<file path="config.mk">
export PLATFORM = sky130hd
export DESIGN_NAME = discharge_feedback_monitor_flat
export DESIGN_NICKNAME = d
export VERILOG_FILES = /design/src/rtl/discharge_feedback_monitor_pkg.sv /design/src/rtl/discharge_feedback_monitor_if.sv /design/src/rtl/discharge_feedback_monitor_pulse_classifier.sv /design/src/rtl/discharge_feedback_monitor.sv /design/src/flat_wrapper.sv
export SDC_FILE = /design/constraint.sdc
export NUM_CORES = 1
export LEC_CHECK = 0
export CAP_MARGIN = 10
export CORE_UTILIZATION = 55
export CTS_CLUSTER_SIZE = 14
export DETAILED_ROUTE_END_ITERATION = 10
export PLACE_DENSITY = 0.77
export SLEW_MARGIN = 5
export SYNTH_ARGS = -nofsm -noshare
export SYNTH_HDL_FRONTEND = slang
export SYNTH_SLANG_ARGS = --single-unit
</file>
<file path="constraint.sdc">
create_clock -name clk -period 3.6 [get_ports clk]
set_input_delay 0.54 -clock clk [delete_from_list [all_inputs] [get_ports clk]]
set_output_delay 0.54 -clock clk [all_outputs]
set_load 0.05 [all_outputs]
</file>
<file path="src/rtl/discharge_feedback_monitor_pkg.sv">
// Shared types for the discharge feedback monitor: pulse FSM states, event codes
// and the field layout of the packed feedback word (also used by the SPI command decoder).
package discharge_feedback_monitor_pkg;

  typedef enum logic [1:0] {
    ST_IDLE    = 2'd0,
    ST_WAIT_BD = 2'd1,
    ST_BURNING = 2'd2
  } pulse_state_t;

  typedef enum logic [1:0] {
    EV_NONE   = 2'd0,
    EV_NORMAL = 2'd1,
    EV_SHORT  = 2'd2,
    EV_OPEN   = 2'd3
  } pulse_event_t;

  localparam int FB_FIELD_W    = 8;
  localparam int FB_NORMAL_LSB = 24;
  localparam int FB_SHORT_LSB  = 16;
  localparam int FB_OPEN_LSB   = 8;
  localparam int FB_VOL_LSB    = 0;

  // Counter slot i counts CNT_EVENT[i] and lands at FB_CNT_LSB[i] in the word.
  localparam pulse_event_t CNT_EVENT [3] = '{EV_NORMAL, EV_SHORT, EV_OPEN};
  localparam int FB_CNT_LSB [3] = '{FB_NORMAL_LSB, FB_SHORT_LSB, FB_OPEN_LSB};

  function automatic logic [7:0] sat_inc8(input logic [7:0] value, input logic inc);
    return (inc && value != 8'hFF) ? value + 8'd1 : value;
  endfunction

endpackage

</file>
<file path="src/rtl/discharge_feedback_monitor_if.sv">
// Controller-facing inputs and SPI-facing feedback outputs of the monitor.
interface discharge_feedback_monitor_if;
  logic        is_operation;
  logic        pulse_on;
  logic        is_breakdown;
  logic [15:0] sample_voltage;
  logic [31:0] feedback_data;
  logic        feedback_update;
  logic [15:0] last_bd_delay;

  modport master (
    output is_operation, pulse_on, is_breakdown, sample_voltage,
    input  feedback_data, feedback_update, last_bd_delay
  );

  modport slave (
    input  is_operation, pulse_on, is_breakdown, sample_voltage,
    output feedback_data, feedback_update, last_bd_delay
  );
endinterface

</file>
<file path="src/rtl/discharge_feedback_monitor_pulse_classifier.sv">
// Tracks one discharge attempt at a time and emits a single-cycle NORMAL/SHORT/OPEN
// event in the cycle pulse_on falls; delay counts cycles from the pulse_on rise.
module discharge_feedback_monitor_pulse_classifier
  import discharge_feedback_monitor_pkg::*;
#(
  parameter logic [15:0] SHORT_DELAY_MAX = 16'd300
) (
  input  logic         clk,
  input  logic         rst,
  input  logic         is_operation,
  input  logic         pulse_on,
  input  logic         is_breakdown,
  output pulse_event_t pulse_event,
  output logic [15:0]  last_bd_delay
);

  pulse_state_t state_reg, state_next;
  logic         pulse_on_reg;
  logic [15:0]  delay_reg, delay_next;
  logic [15:0]  bd_delay_reg, bd_delay_next;
  logic [15:0]  delay_inc;
  logic         rise;
  logic         fall;

  assign rise      = pulse_on & ~pulse_on_reg;
  assign fall      = ~pulse_on & pulse_on_reg;
  assign delay_inc = (delay_reg == 16'hFFFF) ? delay_reg : delay_reg + 16'd1;

  always_ff @(posedge clk) begin
    if (rst) begin
      state_reg    <= ST_IDLE;
      pulse_on_reg <= 1'b0;
      delay_reg    <= 16'd0;
      bd_delay_reg <= 16'd0;
    end else begin
      state_reg    <= state_next;
      pulse_on_reg <= pulse_on;
      delay_reg    <= delay_next;
      bd_delay_reg <= bd_delay_next;
    end
  end

  // delay_reg freezes once breakdown is seen, so BURNING classifies on it directly.
  always_comb begin
    state_next    = state_reg;
    delay_next    = delay_reg;
    bd_delay_next = bd_delay_reg;
    pulse_event   = EV_NONE;
    if (!is_operation) begin
      state_next = ST_IDLE;
    end else begin
      case (state_reg)
        ST_IDLE: begin
          if (rise) begin
            delay_next = 16'd0;
            if (is_breakdown) begin
              bd_delay_next = 16'd0;
              state_next    = ST_BURNING;
            end else begin
              state_next = ST_WAIT_BD;
            end
          end
        end
        ST_WAIT_BD: begin
          delay_next = delay_inc;
          if (is_breakdown) begin
            bd_delay_next = delay_inc;
            if (fall) begin
              // Breakdown seen on the very cycle the gate drops still counts as a burn.
              state_next  = ST_IDLE;
              pulse_event = (delay_inc < SHORT_DELAY_MAX) ? EV_SHORT : EV_NORMAL;
            end else begin
              state_next = ST_BURNING;
            end
          end else if (fall) begin
            state_next  = ST_IDLE;
            pulse_event = EV_OPEN;
          end
        end
        ST_BURNING: begin
          if (fall) begin
            state_next  = ST_IDLE;
            pulse_event = (delay_reg < SHORT_DELAY_MAX) ? EV_SHORT : EV_NORMAL;
          end
        end
        default: state_next = ST_IDLE;
      endcase
    end
  end

  assign last_bd_delay = bd_delay_reg;

endmodule

</file>
<file path="src/rtl/discharge_feedback_monitor.sv">
// Per-window statistics of discharge attempts plus average gap voltage, published
// as one packed 32-bit feedback word with a single-cycle update strobe.
module discharge_feedback_monitor
  import discharge_feedback_monitor_pkg::*;
#(
  parameter int          WINDOW_LOG2     = 20,
  parameter logic [15:0] SHORT_DELAY_MAX = 16'd300,
  parameter int          VOL_SHIFT       = 4
) (
  input  logic                           clk,
  input  logic                           rst,
  discharge_feedback_monitor_if.slave    bus
);

  localparam int ACC_W = 16 + WINDOW_LOG2;

  pulse_event_t            pulse_event;
  logic [15:0]             last_bd_delay;
  logic [WINDOW_LOG2-1:0]  win_cnt_reg;
  logic [ACC_W-1:0]        acc_reg;
  logic [ACC_W-1:0]        acc_sum;
  logic [ACC_W-1:0]        avg_full;
  logic [7:0]              avg_vol;
  logic [7:0]              cnt_reg  [3];
  logic [7:0]              cnt_next [3];
  logic [31:0]             fb_word;
  logic [31:0]             feedback_data_reg;
  logic                    feedback_update_reg;
  logic                    window_end;

  discharge_feedback_monitor_pulse_classifier #(
    .SHORT_DELAY_MAX (SHORT_DELAY_MAX)
  ) u_pulse_classifier (
    .clk           (clk),
    .rst           (rst),
    .is_operation  (bus.is_operation),
    .pulse_on      (bus.pulse_on),
    .is_breakdown  (bus.is_breakdown),
    .pulse_event   (pulse_event),
    .last_bd_delay (last_bd_delay)
  );

  // Window-end word includes this cycle's event and sample, hence the *_next values.
  genvar gi;
  for (gi = 0; gi < 3; gi++) begin : g_evt_cnt
    assign cnt_next[gi] = sat_inc8(cnt_reg[gi], pulse_event == CNT_EVENT[gi]);
    assign fb_word[FB_CNT_LSB[gi] +: FB_FIELD_W] = cnt_next[gi];
  end

  assign acc_sum    = acc_reg + {{WINDOW_LOG2{1'b0}}, bus.sample_voltage};
  assign avg_full   = acc_sum >> (WINDOW_LOG2 + VOL_SHIFT);
  assign avg_vol    = (|avg_full[ACC_W-1:8]) ? 8'hFF : avg_full[7:0];
  assign fb_word[FB_VOL_LSB +: FB_FIELD_W] = avg_vol;
  assign window_end = &win_cnt_reg;

  always_ff @(posedge clk) begin
    if (rst) begin
      win_cnt_reg         <= '0;
      acc_reg             <= '0;
      cnt_reg             <= '{default: '0};
      feedback_data_reg   <= 32'd0;
      feedback_update_reg <= 1'b0;
    end else begin
      feedback_update_reg <= 1'b0;
      if (!bus.is_operation) begin
        // Machine stopped: drop the partial window, keep the last published word.
        win_cnt_reg <= '0;
        acc_reg     <= '0;
        cnt_reg     <= '{default: '0};
      end else begin
        win_cnt_reg <= win_cnt_reg + WINDOW_LOG2'(1);
        if (window_end) begin
          feedback_data_reg   <= fb_word;
          feedback_update_reg <= 1'b1;
          acc_reg             <= '0;
          cnt_reg             <= '{default: '0};
        end else begin
          acc_reg <= acc_sum;
          cnt_reg <= cnt_next;
        end
      end
    end
  end

  assign bus.feedback_data   = feedback_data_reg;
  assign bus.feedback_update = feedback_update_reg;
  assign bus.last_bd_delay   = last_bd_delay;

endmodule
</file>
<file path="src/flat_wrapper.sv">
// flat-port wrapper written by rule: the top's interface ports become plain ports
module discharge_feedback_monitor_flat import discharge_feedback_monitor_pkg::*;
#(
  parameter int          WINDOW_LOG2     = 20,
  parameter logic [15:0] SHORT_DELAY_MAX = 16'd300,
  parameter int          VOL_SHIFT       = 4
)
  (clk, rst, bus_is_operation, bus_pulse_on, bus_is_breakdown, bus_sample_voltage, bus_feedback_data, bus_feedback_update, bus_last_bd_delay);
  discharge_feedback_monitor_if bus_i ();
  input  logic clk;
  input  logic rst;
  input wire logic [$bits(bus_i.is_operation)-1:0] bus_is_operation;
  input wire logic [$bits(bus_i.pulse_on)-1:0] bus_pulse_on;
  input wire logic [$bits(bus_i.is_breakdown)-1:0] bus_is_breakdown;
  input wire logic [$bits(bus_i.sample_voltage)-1:0] bus_sample_voltage;
  output wire logic [$bits(bus_i.feedback_data)-1:0] bus_feedback_data;
  output wire logic [$bits(bus_i.feedback_update)-1:0] bus_feedback_update;
  output wire logic [$bits(bus_i.last_bd_delay)-1:0] bus_last_bd_delay;
  assign bus_i.is_operation = bus_is_operation;
  assign bus_i.pulse_on = bus_pulse_on;
  assign bus_i.is_breakdown = bus_is_breakdown;
  assign bus_i.sample_voltage = bus_sample_voltage;
  assign bus_feedback_data = bus_i.feedback_data;
  assign bus_feedback_update = bus_i.feedback_update;
  assign bus_last_bd_delay = bus_i.last_bd_delay;
  discharge_feedback_monitor #(.WINDOW_LOG2(WINDOW_LOG2), .SHORT_DELAY_MAX(SHORT_DELAY_MAX), .VOL_SHIFT(VOL_SHIFT)) u_core (.clk(clk), .rst(rst), .bus(bus_i));
endmodule
</file>
==> run metrics, run 1 <==
count leader, synth nor2_1; startpoint types primary input; leading area contributor after synthesis dfxtp_1; final worst path period need 3.40 ns; vias 6,283; Syn-to-layout area delta 21.4%; DR pass1 iterations 5; GRT Overall Usage 26.7%; RePlAce Congestion between 0.9 and 1; layout cells sized above 1 8.79%; grt total ovfl 0; Synth Flop Type dfxtp_1; n_diodes 0; worst hold path depth 1; clock sinks 148; number of synthesized flops with an enable pin 0; antenna-violating nets left 0; outcome finished, final reports clean; Fin Hold WS 0.459 ns; Yosys cell types 60; Worst Tran Pin Value 0.762 ns; share of the synthesized area in the top cell type 41.4%; Max Buffers Root-to-Sink 2; Crit. End Element flop; average size of a mapped cell between 8 and 9 sq um; dpl cell area 0.00810 sq mm; vias in the first global route 6,016; WL met1 7580 microns; Worst R2R Path Depth 11; synth cell count leaders nor2_1, dfxtp_1, xor2_1, nand2_1, nand3_1; Setup CP Type in -> reg; Die Width 116 microns; instance count of the mapped netlist 844; post-synthesis sequential area ratio 41.4%; largest net degree at the start of global routing 60; max reg flops 36; Final Max Slew Viols 0; I/O pins 70; CTS tree done; core box area 0.0127 sq mm; via density per instance 5.69; Cell Area, Synth 0.00715 sq mm; DP Wirelength roughly 12,000 microns; global-route wire length before repair around 28,000 microns; CP max FO 6; flops & latches, synth 148; RSZ-0062 raised after global routing yes; Nets between 900 and 1,000; crit share post-route 94.4%; fraction of registers with async set/reset 0%; Rows 41; CTS Root Cell clkbuf_16; WL met2 just over 8000 microns; DRT Wirelength 16,800 microns; DR WL met3 649 microns; Fin. Hold Viols 0; max_cap viols 0; worst skew pair latency ~0.42 ns; CP required around 3.9 ns; port buffer count 69; H-tree levels 4; PD cells 409 mW/mm^2; HP Class reg -> reg; max_slew headroom 49.2%; Initial Util 56.4%; design area 0.00867 sq mm; net count after synthesis 891; skew final 0.00502 ns; WP data arrival 3.73 ns; Leak 3.23 nW; Worst VDD drop about 0.37 mV; initial antenna violation count 0; DR iter-0 viols approximately 470; clock transition at the registers of the reported paths about 0.060 ns; pre-CTS setup slack -0.370 ns; DRC viols 0; top routing layer in use met4; Die Area around 0.013 sq mm; Die Y between 100 and 150 microns; Worst Slack Setup Final 0.202 ns; Final setup viols 0; Max Clk Rate just under 300 MHz; CTS buffer count 17; Synthesis Warnings 0; Routed WL per cell 15.2 microns; synth top area cells dfxtp_1, nor2_1, xor2_1
[worst max-delay path, cell delays in order]
cell and delay, ns:
clkdlybuf4s50_1 0.47, ha_1 0.18, inv_1 0.06, fa_1 0.38, nor2b_1 0.17, o21ai_0 0.14, o21ai_1 0.22, a2111oi_0 0.14
nor3_1 0.32, a31oi_1 0.19, buf_4 0.18, nor2_1 0.08, buf_4 0.15, nand4_1 0.11, xor2_1 0.17, a211oi_1 0.21
[through the flow]
stage / cells / total power [mW] / utilization (%) / setup TNS [ns]
finish: 1105 / 3.55 / 68.5 / 0
detailed placement: 1072 / 1.94 / 63.9 / -3.65
CTS: 1103 / 3.57 / 68.2 / 0
global placement: 1072 / 1.93 / 63.9 / -1.39
global route: 1105 / 3.67 / 68.5 / -0.00772
floorplan: 844 / 1.86 / - / 0
[cell families after synthesis]
logic type	synth area share, %
AND/OR/NAND/NOR	24.7
adder cells (fa/ha/maj)	4.66
multiplexers	1.31
XOR/XNOR	9.07
AO/OA/AOI/OAI	15.4
flip-flops	41.4
buffers and inverters	3.38
[path summary, 6_finish.rpt]
check,slack (ns),to,start
max reg2reg,0.26,u_core.bus.feedback_data[10],u_core.u_pulse_classifier.delay_reg[1]
max,0.20,u_core.bus.feedback_data[6],bus_sample_voltage[0]
min,0.46,u_core.win_cnt_reg[0],u_core.win_cnt_reg[0]
min reg2reg,0.46,u_core.win_cnt_reg[0],u_core.win_cnt_reg[0]
[routing by layer]
layer / vias to the layer above / GRT usage [%]
met5: - / 0
met4: 0 / 11.4
met3: 32 / 6.69
met2: 125 / 44.8
met1: 3000 / 32.6
li1: 3126 / -
[repair_timing]
action	4_1_cts	5_1_grt
setup buffers	0	2
hold buffers	0	0
gates resized for setup	0	6
setup endpoints to repair	0	41
[layout make-up]
| cell class | count | area [sq um] |
|---|---|---|
| Sequential cell | 148 | 2960 |
| Timing Repair Buffer | 100 | 931 |
| Clock inverter | 9 | 80.1 |
| Fill cell | 1038 | 4000 |
| Inverter | 15 | 56.3 |
| Clock buffer | 22 | 464 |
| Multi-Input combinational cell | 639 | 3960 |
| Tap cell | 172 | 215 |
[where the power goes]
group	total (mW)	leakage [nW]	switching, mW	internal (mW)
clock	1.63	0.270	0.656	0.979
sequential	1.66	1.20	0.00780	1.66
combinational	0.253	1.77	0.144	0.110
[cell usage in the layout (no fill, tap or decap), types with 8 or more instances in the layout]
cell	instances
a211oi_1	32
a21o_1	13
a21oi_1	31
a22oi_1	23
and3_1	18
buf_4	30
clkbuf_16	17
clkdlybuf4s50_1	68
dfxtp_1	147
ha_1	24
inv_1	15
nand2_1	50
nand2b_1	8
nand3_1	36
nand4_1	23
nor2_1	167
nor3_1	22
o21ai_0	21
xnor2_1	22
xor2_1	52
Power figures use the tool's default switching activity.
==> inputs of run 2 (changes only) <==
ABC_CLOCK_PERIOD_IN_PS = 3580   (was unset)
RECOVER_POWER = 100   (was unset)
clock period = 3.58 ns   (was 3.6 ns; I/O delays follow)
==> run metrics, run 2 (synthesized netlist as in run 1, its figures left out) <==
DR pass1 iterations 5 (unchanged); vias 6,284 (was 6,283); WP data arrival 3.59 ns (was 3.73 ns); most frequent cells in the layout nor2_1, dfxtp_1, xor2_1, dlygate4sd3_1, nand2_1 (was nor2_1, dfxtp_1, clkdlybuf4s50_1, xor2_1, nand2_1); R2R Setup Slk 0.21 ns (was 0.26 ns); Die Y 116 microns (unchanged); Nets 967 (was 968); largest net degree at the start of global routing 60 (unchanged); CTS Root Cell clkbuf_16 (unchanged); max_cap viols 1 (was 0); via density per instance 5.68 (was 5.69); Comb power frac 6.7% (was 7.1%); final worst path period need 3.37 ns; max_slew headroom -11.0% (was 49.2%); vias in the first global route 6,030 (was 6,016); Worst Tran Pin Value 1.67 ns (was 0.762 ns); I/O pins 70 (unchanged); grt total ovfl 0 (unchanged); skew final 0.00960 ns (was 0.00502 ns); startpoint types flop (was primary input); Worst R2R Path Depth 10 (was 11); DRC viols 0 (unchanged); Syn-to-layout area delta 21.8% (was 21.4%); Max Clk Rate 297 MHz; Layout fillers 1,014 (was 1,038); max reg flops 36 (unchanged); worst hold path depth 1 (unchanged); commonest non-fill, non-tap cell in the layout nor2_1 (unchanged); HP Class reg -> reg (unchanged); Final Instance Count excl. Fillers 1,106 (was 1,105); worst hold path startpoint u_core.win_cnt_reg[0] (unchanged); DP Cell Count 1,072 (unchanged); DRT Wirelength 16,900 microns (was 16,800 microns); Setup CP Type reg -> reg (was in -> reg); H-tree levels 4 (unchanged); outcome finished with violations (was finished, final reports clean); Clock power frac 48.1% (was 46.0%); antenna-violating nets left 0 (unchanged); clock transition at the registers of the reported paths 0.06 ns (about the same); Routed WL per cell 15.3 microns (was 15.2 microns); Final Max Slew Viols 37 (was 0); worst skew pair latency 0.42 ns (about the same); CP max FO 8 (was 6); Fin Hold WS 0.457 ns (was 0.459 ns); global-route wire length before repair 28,600 microns (was 28,000 microns); failing checks capacitance limit, slew limit; DP Wirelength 12,000 microns (was 11,700 microns); core box area 0.0127 sq mm (unchanged); Fin. Hold Viols 0 (unchanged); # hold bufs at CTS 0 (unchanged); Final setup viols 0 (unchanged); Die Width 116 microns (unchanged); CTS tree done (unchanged); Worst VDD drop 0.404 mV (was 0.367 mV); worst reg2reg endpoint u_core.bus.feedback_data[17] (was u_core.bus.feedback_data[10]); Flop pwr share 45.1% (was 46.8%); Power, Total 3.71 mW (was 3.55 mW); Hold EP u_core.win_cnt_reg[0] (unchanged); PD cells 426 mW/mm^2 (was 409 mW/mm^2); CP required 3.81 ns (was 3.93 ns); sw power 0.848 mW (was 0.808 mW); layout cells sized above 1 8.57% (was 8.79%); crit share post-route 94.0%; port buffer count 69 (unchanged); clock sinks 148 (unchanged); Crit. End Element flop (unchanged); Leak 3.40 nW (was 3.23 nW); Internal Power 2.86 mW (was 2.74 mW); worst r2r src u_core.u_pulse_classifier.delay_reg[0] (was u_core.u_pulse_classifier.delay_reg[1]); Rows 41 (unchanged); DR iter-0 viols 558 (was 473); Max Buffers Root-to-Sink 2 (unchanged); RePlAce Congestion 0.906 (was 0.904); initial antenna violation count 1 (was 0); GRT Overall Usage 27.2% (was 26.7%); Initial Util 56.4% (unchanged); CTS buffer count 17 (unchanged); Die Area 0.0135 sq mm (unchanged); Sw Share 22.9% (was 22.7%)
[run 2: worst max path at each step]
stage	slack (ns)	endpoint	depth (start not counted)	startpoint
after floorplan	0.52	u_core.bus.feedback_data[0]	13	bus_sample_voltage[0]
final	0.21	u_core.bus.feedback_data[17]	10	u_core.u_pulse_classifier.delay_reg[0]
after detailed placement	-0.32	u_core.bus.feedback_data[2]	14	bus_sample_voltage[0]
after global routing	-0.004	u_core.bus.feedback_data[6]	17	bus_sample_voltage[0]
after CTS	0.13	u_core.bus.feedback_data[2]	14	bus_sample_voltage[0]
after global placement	-0.21	u_core.bus.feedback_data[0]	14	bus_sample_voltage[0]
[run 2: per-stage QoR]
stage | TNS, ns | setup WS (ns) | utilization [%] | instance area (sq um)
2_1_floorplan | 0 | 0.522 | - | 7150
3_3_place_gp | -1.56 | -0.205 | 63.9 | 8100
3_5_place_dp | -2.78 | -0.319 | 63.9 | 8100
4_1_cts | 0 | 0.127 | 68.6 | 8700
5_1_grt | -0.00442 | -0.00442 | 68.7 | 8710
6_report | 0 | 0.213 | 68.7 | 8710
[run 2: final cells by class]
cell class / instances / area (sq um) / share of cell area, %
Multi-Input combinational cell: 639 / 3980 / 45.7
Tap cell: 172 / 215 / 2.47
Sequential cell: 148 / 2960 / 34.0
Clock inverter: 10 / 121 / 1.39
Clock buffer: 22 / 474 / 5.45
Inverter: 15 / 56.3 / 0.647
Timing Repair Buffer: 99 / 896 / 10.3
Antenna cell: 1 / 2.50 / 0.0287
[run 2: what timing repair did]
item / 4_1_cts / 5_1_grt
gates resized for setup: 0 / 8
setup buffers: 0 / 1
endpoints found under the hold margin: 0 / 0
endpoints found under the setup margin: 0 / 23
[run 2: power by group through the flow]
stage          Sequential [mW]  Combinational (mW)  Clock, mW
2_1_floorplan             1.71               0.168          0
3_3_place_gp              1.71               0.235          0
3_5_place_dp              1.71               0.245          0
4_1_cts                   1.67               0.247       1.81
5_1_grt                   1.67               0.278       1.88
6_report                  1.67               0.250       1.78
[run 2: critical path, cell delays in order (launching register included)]
cell	delay, ns
dfxtp_1	0.46
ha_2	0.32
nand2_1	0.15
nor2_1	0.25
or4b_2	0.62
a31oi_2	0.23
nand4b_2	0.20
a31oi_4	0.35
and2_1	0.23
mux2i_1	0.26
a211oi_1	0.10
[run 2: per-layer routing]
layer  GRT usage, %  vias up  wire, microns
met5              0        -              0
met4           13.3        0            489
met3           5.28       33            623
met2           45.1      139           8300
met1           33.9     2977           7460
li1               -     3135              -
==> inputs of run 3 (changes only) <==
CORE_ASPECT_RATIO = 1.2   (was unset)
SLEW_MARGIN = 20   (was 5)
==> run metrics, run 3 (synthesized netlist as in run 1, its figures left out) <==
outcome finished, final reports clean (was finished with violations); port buffer count 69 (unchanged); final worst path period need 3.37 ns (about the same); Crit. End Element flop (unchanged); Fin Hold WS 0.459 ns (was 0.457 ns); most frequent cells in the layout nor2_1, dfxtp_1, nand2_1, xor2_1, dlygate4sd3_1 (was nor2_1, dfxtp_1, xor2_1, dlygate4sd3_1, nand2_1); Leak 3.41 nW (was 3.40 nW); Routed WL per cell 15.4 microns (was 15.3 microns); vias 6,270 (was 6,284); Max Clk Rate 296 MHz (was 297 MHz); max_slew headroom 48.8% (was -11.0%); CTS buffer count 17 (unchanged); crit share post-route 94.3% (was 94.0%); max_cap viols 0 (was 1); Nets 964 (was 967); sum of buffers and inverters on the critical path 0 (unchanged); RePlAce Congestion 0.909 (was 0.906); Stages on worst setup path 10 (unchanged); antenna-violating nets left 0 (unchanged); HP Class reg -> reg (unchanged); largest net degree at the start of global routing 67 (was 60); via density per instance 5.73 (was 5.68); CTS Root Cell clkbuf_16 (unchanged); Syn-to-layout area delta 21.4% (was 21.8%); Final setup viols 0 (unchanged); grt total ovfl 0 (unchanged); PD cells 435 mW/mm^2 (was 426 mW/mm^2); CP required 3.86 ns (was 3.81 ns); GRT Overall Usage 26.5% (was 27.2%); critical path's slowest cell dfxtp_1 (was or4b_2); core box area 0.0127 sq mm (about the same); final core utilization 68.5% (was 68.7%); global-route wire length before repair 28,400 microns (was 28,600 microns); worst skew pair latency 0.42 ns (about the same); Max Buffers Root-to-Sink 2 (unchanged); pre-CTS setup slack -0.313 ns (was -0.319 ns); initial antenna violation count 0 (was 1); Worst Tran Pin Value 0.768 ns (was 1.67 ns); n_diodes 0 (was 1); Setup CP Type reg -> reg (unchanged); DP Wirelength 11,800 microns (was 12,000 microns); DRC viols 0 (unchanged); Die Y 127 microns (was 116 microns); Final Max Slew Viols 0 (was 37); Crit path largest cell delay 0.45 ns (was 0.62 ns); layout cells sized above 1 7.53% (was 8.57%); WP data arrival 3.65 ns (was 3.59 ns); clock sinks 148 (unchanged); CP max FO 8 (unchanged); I/O pins 70 (unchanged); DR iter-0 viols 277 (was 558); Fin. Hold Viols 0 (unchanged); worst hold path depth 1 (unchanged); Initial Util 56.4% (about the same); CTS tree done (unchanged); Die Width 106 microns (was 116 microns); Worst R2R Path Depth 10 (unchanged); Rows 45 (was 41); commonest non-fill, non-tap cell in the layout nor2_1 (unchanged); Die Area 0.0135 sq mm (about the same); RSZ-0062 raised after global routing no; startpoint types flop (unchanged); Worst Slack Setup Final 0.205 ns (was 0.213 ns); Worst VDD drop 0.283 mV (was 0.404 mV); DRT Wirelength 16,800 microns (was 16,900 microns); delay-heaviest family, CP simple AND/OR/NAND/NOR gates (unchanged); crit path cell chain ha_2 -> nand4_1 -> nor4_1 -> mux2_1 -> a31oi_1 -> nand4b_2 -> a211o_2 -> nand2_1 -> mux2i_1 -> a211oi_1 (was ha_2 -> nand2_1 -> nor2_1 -> or4b_2 -> a31oi_2 -> nand4b_2 -> a31oi_4 -> and2_1 -> mux2i_1 -> a211oi_1); skew final 0.0103 ns (was 0.00960 ns); clock transition at the registers of the reported paths 0.06 ns (about the same); DR pass1 iterations 5 (unchanged); vias in the first global route 6,321 (was 6,030); H-tree levels 4 (unchanged); setup TNS 0 ns (unchanged); max reg flops 36 (unchanged)
run 3: timing repair:
action / CTS / global route
setup buffers: 0 / 1
setup endpoints to repair: 0 / 14
hold buffers: 0 / 0
gates resized for setup: 0 / 5
run 3: path summary, 6_finish.rpt:
kind                                          start                           to  slack (ns)
max reg2reg  u_core.u_pulse_classifier.delay_reg[0]  u_core.bus.feedback_data[9]        0.21
min                           u_core.win_cnt_reg[0]        u_core.win_cnt_reg[0]        0.46
min reg2reg                   u_core.win_cnt_reg[0]        u_core.win_cnt_reg[0]        0.46
max          u_core.u_pulse_classifier.delay_reg[0]  u_core.bus.feedback_data[9]        0.21
run 3: layout make-up:
type	count	area, sq um
multi-input combinational	639	3950
inverter	15	56.3
timing repair buffer	96	881
clock inverter	8	111
clock buffer	24	512
fill	1050	3990
tap	164	205
sequential	148	2960
run 3: through the flow:
step | power (mW) | instance area, sq um | std cells
3_3_place_gp | 1.95 | 8070 | 1061
2_1_floorplan | 1.87 | 7150 | 844
6_report | 3.77 | 8680 | 1094
5_1_grt | 3.90 | 8680 | 1094
4_1_cts | 3.80 | 8690 | 1093
3_5_place_dp | 1.96 | 8070 | 1061
run 3: power by group:
group	internal, mW	switching [mW]	leakage, nW
logic	0.110	0.143	1.91
registers	1.66	0.00792	1.19
clock network	1.15	0.698	0.304
total	2.92	0.848	3.41
run 3: per-layer routing:
metal  GRT usage [%]  wire length (microns)  part of all wire (%)
met5               0                      0                     0
met4            15.2                    615                   3.7
met3            4.21                    516                   3.1
met2            48.9                   8820                    52
met1            28.4                   6850                    41
